--- src/rtl/axi_arbiter_w.sv ---
// Round-robin write-channel arbiter for four AXI masters sharing one slave write path.
// Holds each grant from address phase through the write response and flags WLAST/AWLEN mismatches.
module axi_arbiter_w (
  input  logic       ACLK,
  input  logic       ARESET,
  input  logic       m0_AWVALID,
  input  logic       m1_AWVALID,
  input  logic       m2_AWVALID,
  input  logic       m3_AWVALID,
  input  logic       s_AWVALID,
  input  logic       m_AWREADY,
  input  logic [7:0] s_AWLEN,
  input  logic       s_WVALID,
  input  logic       m_WREADY,
  input  logic       s_WLAST,
  input  logic       m_BVALID,
  input  logic       s_BREADY,
  output logic       m0_wgrnt,
  output logic       m1_wgrnt,
  output logic       m2_wgrnt,
  output logic       m3_wgrnt,
  output logic [1:0] wowner,
  output logic       wbusy,
  output logic       burst_err
);

  typedef enum logic [1:0] {
    IDLE = 2'd0,
    ADDR = 2'd1,
    DATA = 2'd2,
    RESP = 2'd3
  } state_t;

  state_t      state;
  state_t      state_nxt;
  logic [3:0]  grant;
  logic [3:0]  grant_nxt;
  logic [1:0]  owner_nxt;
  logic [7:0]  len_q;
  logic [7:0]  len_nxt;
  logic [7:0]  beat_cnt;
  logic [7:0]  beat_nxt;
  logic [7:0]  beat_inc;
  logic        wlast_seen;
  logic        wlast_nxt;
  logic [8:0]  total_q;
  logic [8:0]  total_nxt;
  logic [8:0]  beat_total;
  logic        complete;
  logic [8:0]  cmp_total;
  logic [7:0]  cmp_len;
  logic        err_nxt;
  logic        aw_hs;
  logic        w_hs;
  logic        b_hs;
  logic [3:0]  req;
  logic        found;
  logic [1:0]  winner;
  logic [1:0]  cand;

  assign aw_hs = s_AWVALID & m_AWREADY;
  assign w_hs  = s_WVALID & m_WREADY;
  assign b_hs  = m_BVALID & s_BREADY;
  assign req   = {m3_AWVALID, m2_AWVALID, m1_AWVALID, m0_AWVALID};

  // Search starts just above the previous owner and wraps, so every requester gets a turn.
  always_comb begin
    found  = 1'b0;
    winner = wowner;
    cand   = wowner;
    for (int k = 0; k < 4; k++) begin
      cand = wowner + 2'd1 + 2'(k);
      if (!found && req[cand]) begin
        found  = 1'b1;
        winner = cand;
      end
    end
  end

  // The WLAST beat is added on top of the saturated count so a 256-beat burst totals 256.
  assign beat_inc   = (beat_cnt == 8'hFF) ? beat_cnt : beat_cnt + 8'd1;
  assign beat_total = {1'b0, beat_cnt} + 9'd1;

  always_comb begin
    state_nxt = state;
    grant_nxt = grant;
    owner_nxt = wowner;
    len_nxt   = len_q;
    beat_nxt  = beat_cnt;
    wlast_nxt = wlast_seen;
    total_nxt = total_q;
    complete  = 1'b0;
    cmp_total = total_q;
    cmp_len   = len_q;

    case (state)
      IDLE: begin
        beat_nxt  = 8'd0;
        wlast_nxt = 1'b0;
        total_nxt = 9'd0;
        if (found) begin
          grant_nxt = 4'b0001 << winner;
          owner_nxt = winner;
          state_nxt = ADDR;
        end
      end

      ADDR: begin
        if (w_hs) begin
          beat_nxt = beat_inc;
          if (s_WLAST && !wlast_seen) begin
            wlast_nxt = 1'b1;
            total_nxt = beat_total;
          end
        end
        // W data may arrive ahead of the address, so completion can happen right here.
        if (aw_hs) begin
          len_nxt = s_AWLEN;
          if (wlast_seen) begin
            complete  = 1'b1;
            cmp_total = total_q;
            cmp_len   = s_AWLEN;
            state_nxt = RESP;
          end else if (w_hs && s_WLAST) begin
            complete  = 1'b1;
            cmp_total = beat_total;
            cmp_len   = s_AWLEN;
            state_nxt = RESP;
          end else begin
            state_nxt = DATA;
          end
        end
      end

      DATA: begin
        if (w_hs) begin
          beat_nxt = beat_inc;
          if (s_WLAST) begin
            wlast_nxt = 1'b1;
            total_nxt = beat_total;
            complete  = 1'b1;
            cmp_total = beat_total;
            cmp_len   = len_q;
            state_nxt = RESP;
          end
        end
      end

      RESP: begin
        if (b_hs) begin
          grant_nxt = 4'b0000;
          beat_nxt  = 8'd0;
          wlast_nxt = 1'b0;
          total_nxt = 9'd0;
          state_nxt = IDLE;
        end
      end

      default: begin
        grant_nxt = 4'b0000;
        state_nxt = IDLE;
      end
    endcase

    err_nxt = complete && (cmp_total != ({1'b0, cmp_len} + 9'd1));
  end

  // Reset parks wowner at 3 so master 0 is first in line afterwards.
  always_ff @(posedge ACLK) begin
    if (ARESET) begin
      state      <= IDLE;
      grant      <= 4'b0000;
      wowner     <= 2'd3;
      len_q      <= 8'd0;
      beat_cnt   <= 8'd0;
      wlast_seen <= 1'b0;
      total_q    <= 9'd0;
      burst_err  <= 1'b0;
    end else begin
      state      <= state_nxt;
      grant      <= grant_nxt;
      wowner     <= owner_nxt;
      len_q      <= len_nxt;
      beat_cnt   <= beat_nxt;
      wlast_seen <= wlast_nxt;
      total_q    <= total_nxt;
      burst_err  <= err_nxt;
    end
  end

  assign m0_wgrnt = grant[0];
  assign m1_wgrnt = grant[1];
  assign m2_wgrnt = grant[2];
  assign m3_wgrnt = grant[3];
  assign wbusy    = |grant;

endmodule

--- config.mk ---
export PLATFORM = sky130hd
export DESIGN_NAME = axi_arbiter_w
export DESIGN_NICKNAME = d
export VERILOG_FILES = /design/src/rtl/axi_arbiter_w.sv
export SDC_FILE = /design/constraint.sdc
export NUM_CORES = 1
export LEC_CHECK = 0
export ABC_AREA = 1
export BUFFER_PORTS_ARGS = -buffer_cell sky130_fd_sc_hd__buf_4
export CAP_MARGIN = 30
export CELL_PAD_IN_SITES_DETAIL_PLACEMENT = 1
export CELL_PAD_IN_SITES_GLOBAL_PLACEMENT = 2
export CORE_MARGIN = 2
export CORE_UTILIZATION = 32
export CTS_CLUSTER_SIZE = 16
export DETAILED_ROUTE_END_ITERATION = 10
export GPL_TIMING_DRIVEN = 0
export PLACE_DENSITY = 0.88
export SLEW_MARGIN = 30
export SYNTH_ARGS = -nofsm -noshare
export SYNTH_HDL_FRONTEND = slang
export SYNTH_SLANG_ARGS = --single-unit
--- constraint.sdc ---
create_clock -name ACLK -period 2.8 [get_ports ACLK]
set_clock_uncertainty 0.2 [all_clocks]
set_input_delay 0.56 -clock ACLK [delete_from_list [all_inputs] [get_ports ACLK]]
set_output_delay 0.56 -clock ACLK [all_outputs]
set_load 0.05 [all_outputs]
Yosys cells after proc, flatten, opt, wreduce, memory -nomap -nowiden
Cells that the tools add are included.
{ "word_totals": {"output_inout_bits": 8, "input_bits": 21, "elab_cells": 115, "reg_bits": 35} }
{ "classes": {"order_cmp": 4, "n_reduce_logical": 21, "n_shift": 1, "muxes": 57, "addsub": 7, "bitwise": 3, "n_eq_ne": 14} }
{ "ops": {"columns": ["cell", "count"], "rows": [
  ["9-bit two-way mux", 8],
  ["8-bit two-way mux", 7],
  ["9-bit case mux with 4 select lines", 1],
  ["8-bit case mux with 3 select lines", 1],
  ["1-bit two-way mux", 20],
  ["8-bit by 1-bit adder with 9-bit output, second input constant", 2],
  ["2-bit two-way mux", 9],
  ["9-bit case mux with 2 select lines", 1],
  ["2-bit inequality test, second input constant", 8],
  ["2-bit by 3-bit less-than comparator with 1-bit output, second input constant", 4],
  ["5-bit AND reduction", 2],
  ["9-bit inequality test", 1],
  ["3-bit AND reduction", 3],
  ["8-bit by 1-bit adder with 8-bit output, second input constant", 1],
  ["1-bit binary-select mux with 2-bit select", 4],
  ["8-bit equality test, second input constant", 1],
  ["4-bit two-way mux", 2],
  ["2-bit case mux with 4 select lines", 1],
  ["4-bit case mux with 2 select lines", 1],
  ["1-bit logical AND", 6],
  ["2-bit by 1-bit adder with 2-bit output, second input constant", 2],
  ["2-bit adder, second input constant", 2],
  ["2-bit equality test, second input constant", 2],
  ["1-bit logical NOT", 4],
  ["other kinds (11)", 14]
]} }

Longest topological paths before layout
{ "logic_depth": {"depth_word": 16, "ltp_mapped": 19, "ltp_nobuf": 17} }

Least setup slack after synthesis
Ideal clock, no wire load.
{ "synth_path": {"kind": "register to register", "startpoint": "register state[1]", "endpoint": "register burst_err", "setup_time_ps": 117, "slack_ps": 354, "path_stages_with_launch": 19, "synth_period_minus_slack_ps": 2446, "arrival_ps": 2128, "required_ps": 2483, "path_cell_list": "dfxtp_1 > inv_1 > ha_1 > buf_4 > inv_4 > nor2_8 > nand2_4 > buf_6 > nand2_1 > nand2_1 > ha_1 > nand3_4 > nor2_4 > nand3b_2 > nor2_1 > nand3b_1 > nand2_1 > nor2_1 > a21oi_1"} }
{ "synth_between": {"elab_chain_cells": 5, "elab_cells_between_ends": 8, "classes_between": "1 x add/sub; 3 x eq/ne; 3 x mux; 1 x reduce/logical"} }
{ "synth_rtl": {"columns": ["element", "line_no", "rtl"], "rows": [
  ["start, declared", "34", "state_t state;"],
  ["start signal, assigned", "180", "state <= state_nxt;"],
  ["2-bit by 1-bit equality test with 1-bit output", "96", "case (state)"],
  ["8-bit two-way mux", null, null],
  ["8-bit by 1-bit adder with 9-bit output", "165", "err_nxt = complete && (cmp_total != ({1'b0, cmp_len} + 9'd1));"],
  ["9-bit inequality test", "165", null],
  ["1-bit logical AND *", "165", null],
  ["end signal, assigned", "187", "burst_err <= err_nxt;"],
  ["end, declared", "24", "output logic burst_err"]
]} }
Every way passes the cells marked *; elsewhere a longest branch is shown, timed or not.
A chain may end at the register's enable or synchronous reset.

Final worst setup path
Same ends and word-level chain as after synthesis.

==> results.cfg <==
[status]
status = complete, no violations

[sta]
grt_setup_unrepaired = yes
hold_violations = 0
slew_viol_final = 0
setup_viol = 0
setup_ws_ns = 0.199
period_share_pct = 92.9
tightest_slew_ns = 0.720
fmax_ghz = 0.384
setup_tns_ns = 0
relSlewSlack_pct = 51.8
fin_crit_ns = 2.60

[global_routing]
grt_pass1_wl_microns = 15000
grt_usage_pct = 18.9
grt_pass1_vias = 3128
antenna_found_initial = 0
grt_max_degree = 12
grt_overflow_total = 0

[synth]
syn_nets = 510
synth_area_leader_cell = dfxtp_1
postSynthCellCount = 482
synth.distinct_cells = 42
syn-cell-area_sq_mm = 0.00293
ys_top_cells_by_area = dfxtp_1 (24%), nand2_1 (21%), inv_1 (7.9%), nand3_1 (7.8%), o21ai_0 (6.0%)
synth_top_area_share_pct = 23.9
syn_avg_cell_area_sq_um = 6.08
ys_seq_area_share_pct = 23.9
synth_warnings = 0
ys_ff_latch = 35

[pwr]
irDropWorstVdd_mv = 0.431
total_leakage_power_nw = 1.65
pwr-share-clk_pct = 12.8
p_int_mw = 1.48
seq_power_share_pct = 22.7
power-per-cell-area_mw_per_mm2 = 914
p_sw_share_pct = 52.9
power_frac_comb_pct = 64.6
p_sw_mw = 1.67
total_power_mw = 3.15

[clock_network]
clkSinkCount = 35
clk_pin_slew_ns = 0.08
cts_tree = built
cts_buffers = 5
clk-insertion-delay-late_ns = 0.30
htreeDepth = 2
clockBufferDepth = 2
holdBufCountCts = 0
cts_root_buffer = clkbuf_8

[route]
routed_via_density = 5.02
drt-pass1-iter-count = 4
drt-initial-drc-count = 120
wl_per_cell_microns = 14.1
routed_wl_microns = 8880
vias = 3160
ant_nets = 0
drt_drc_violations_left = 0

[die]
io_pins = 29
die_area_sq_mm = 0.00995
core-area_sq_mm = 0.00881
dieWidth_microns = 99.7
initial_core_util_pct = 33.3
die_height_microns = 99.7
num_rows = 34

[placement]
numPortBuffers = 28
dp_slack_ns = -0.0785
place_hpwl_microns = 7110
place.gp.congestion = 0.838

[cells_and_area]
regArea_sq_um = 704
areaGrowthSynthToFinish_pct = 17.5
final_layout_size_suffix_gt1_share_pct = 16.7
final_common_cell = nand2_1
final_nets = 548
multi_input_area_sq_mm = 0.00194
fillers = 1198
postLayoutCoreUtil_pct = 39.1
antenna_cells = 0
final_cell_mix = nand2_1 (161), inv_1 (61), nand3_1 (46)

[min_path]
hp-class = flop to flop
min_path_cells = 2

[run]
maxCapViolCount = 0

[setup_path]
worstPathMaxFanout = 10
reg2reg_depth = 19
path_class = flop to flop
end_kind = flop
required_ns = 2.79
cp_data_arrival_time_ns = 2.59
start_kind = flop
==> cell usage after synthesis, drive strengths merged <==
| library cell | number |
|---|---|
| a31oi | 1 |
| ha | 7 |
| a21oi | 35 |
| inv | 66 |
| a211oi | 1 |
| dfxtp | 35 |
| o21bai | 1 |
| o211ai | 2 |
| o31ai | 1 |
| nand4 | 4 |
| nand3 | 50 |
| buf | 5 |
| a2bb2oi | 1 |
| nand3b | 7 |
| nand2 | 171 |
| clkbuf | 6 |
| a22oi | 3 |
| xor2 | 1 |
| or4 | 1 |
| and2 | 1 |
| o21ai | 46 |
| xnor2 | 1 |
| or2 | 2 |
| nor3 | 1 |
| nor2 | 31 |
| clkinv | 2 |
==> power groups by stage <==
stage	logic [mW]	registers [mW]	clock network [mW]
2_1_floorplan	1.46	0.769	0
3_3_place_gp	1.97	0.717	0
3_5_place_dp	2.01	0.723	0
4_1_cts	2.03	0.713	0.419
5_1_grt	2.31	0.734	0.437
6_report	2.03	0.714	0.402
==> final timing paths <==
| path | slack, ns | from | endpoint |
|---|---|---|---|
| setup / recovery | 0.20 | state[1] | burst_err |
| hold / removal | 0.26 | len_q[5] | len_q[5] |
| setup reg to reg | 0.20 | state[1] | burst_err |
| hold reg to reg | 0.26 | len_q[5] | len_q[5] |
==> area by class of cell <==
| cell class | instances | share of cell area [%] |
|---|---|---|
| Multi-Input combinational cell | 368 | 56.4 |
| Sequential cell | 35 | 20.4 |
| Inverter | 68 | 7.48 |
| Timing Repair Buffer | 31 | 6.75 |
| Tap cell | 108 | 3.92 |
| Clock buffer | 7 | 2.51 |
| Buffer | 11 | 2.25 |
| Clock inverter | 1 | 0.254 |
==> per-layer routing <==
| metal | global-route usage [%] | up-vias | wire length, microns |
|---|---|---|---|
| li1 | - | 1631 | - |
| met1 | 23.6 | 1486 | 4110 |
| met2 | 33.9 | 33 | 4430 |
| met3 | 2.60 | 10 | 192 |
| met4 | 5.37 | 0 | 150 |
| met5 | 0 | - | 0 |
==> flip-flops by register name (all words and copies together) (netlist names) <==
| name | cells |
|---|---|
| total_q | 9 |
| beat_cnt | 8 |
| len_q | 8 |
| grant | 4 |
| state | 2 |
| wowner | 2 |
| burst_err | 1 |
| wlast_seen | 1 |
==> stage by stage <==
step | hold slack [ns] | std cells | cell area [sq um]
after floorplan | 0.230 | 482 | 2930
after global routing | 0.294 | 629 | 3450
after detailed placement | 0.244 | 618 | 3280
after CTS | 0.258 | 626 | 3380
after global placement | 0.243 | 618 | 3280
final | 0.257 | 629 | 3450
==> cells by family after synthesis <==
logic type | count (synthesis) | share of synthesized area, %
and+or+nand+nor | 268 | 43.5
AOI/OAI and AO/OA | 91 | 17.0
buffers and inverters | 79 | 11.1
DFF | 35 | 23.9
adders and majority gates | 7 | 2.99
xor gates and xnor gates | 2 | 1.49
==> what timing repair did <==
action / in CTS / in global routing
setup endpoints to repair: 1 / 4
gates resized for setup: 4 / 11
pin swaps: 0 / 1
setup buffers: 0 / 3
==> critical path: stages, from the launching register on <==
cell and delay [ns]:
dfxtp_4 0.36, inv_2 0.08, ha_1 0.16, buf_6 0.15
inv_4 0.06, nor2_8 0.14, nand2_4 0.08, buf_8 0.15
nand2_1 0.08, nand2_2 0.09, ha_4 0.18, nand3b_1 0.15
nand2_1 0.09, inv_1 0.05, nand2_1 0.06, nand2_1 0.04
nor2_1 0.11, nand4_1 0.10, nor2_1 0.09, a21oi_1 0.06
No activity file was read; power rests on OpenSTA's default activity.
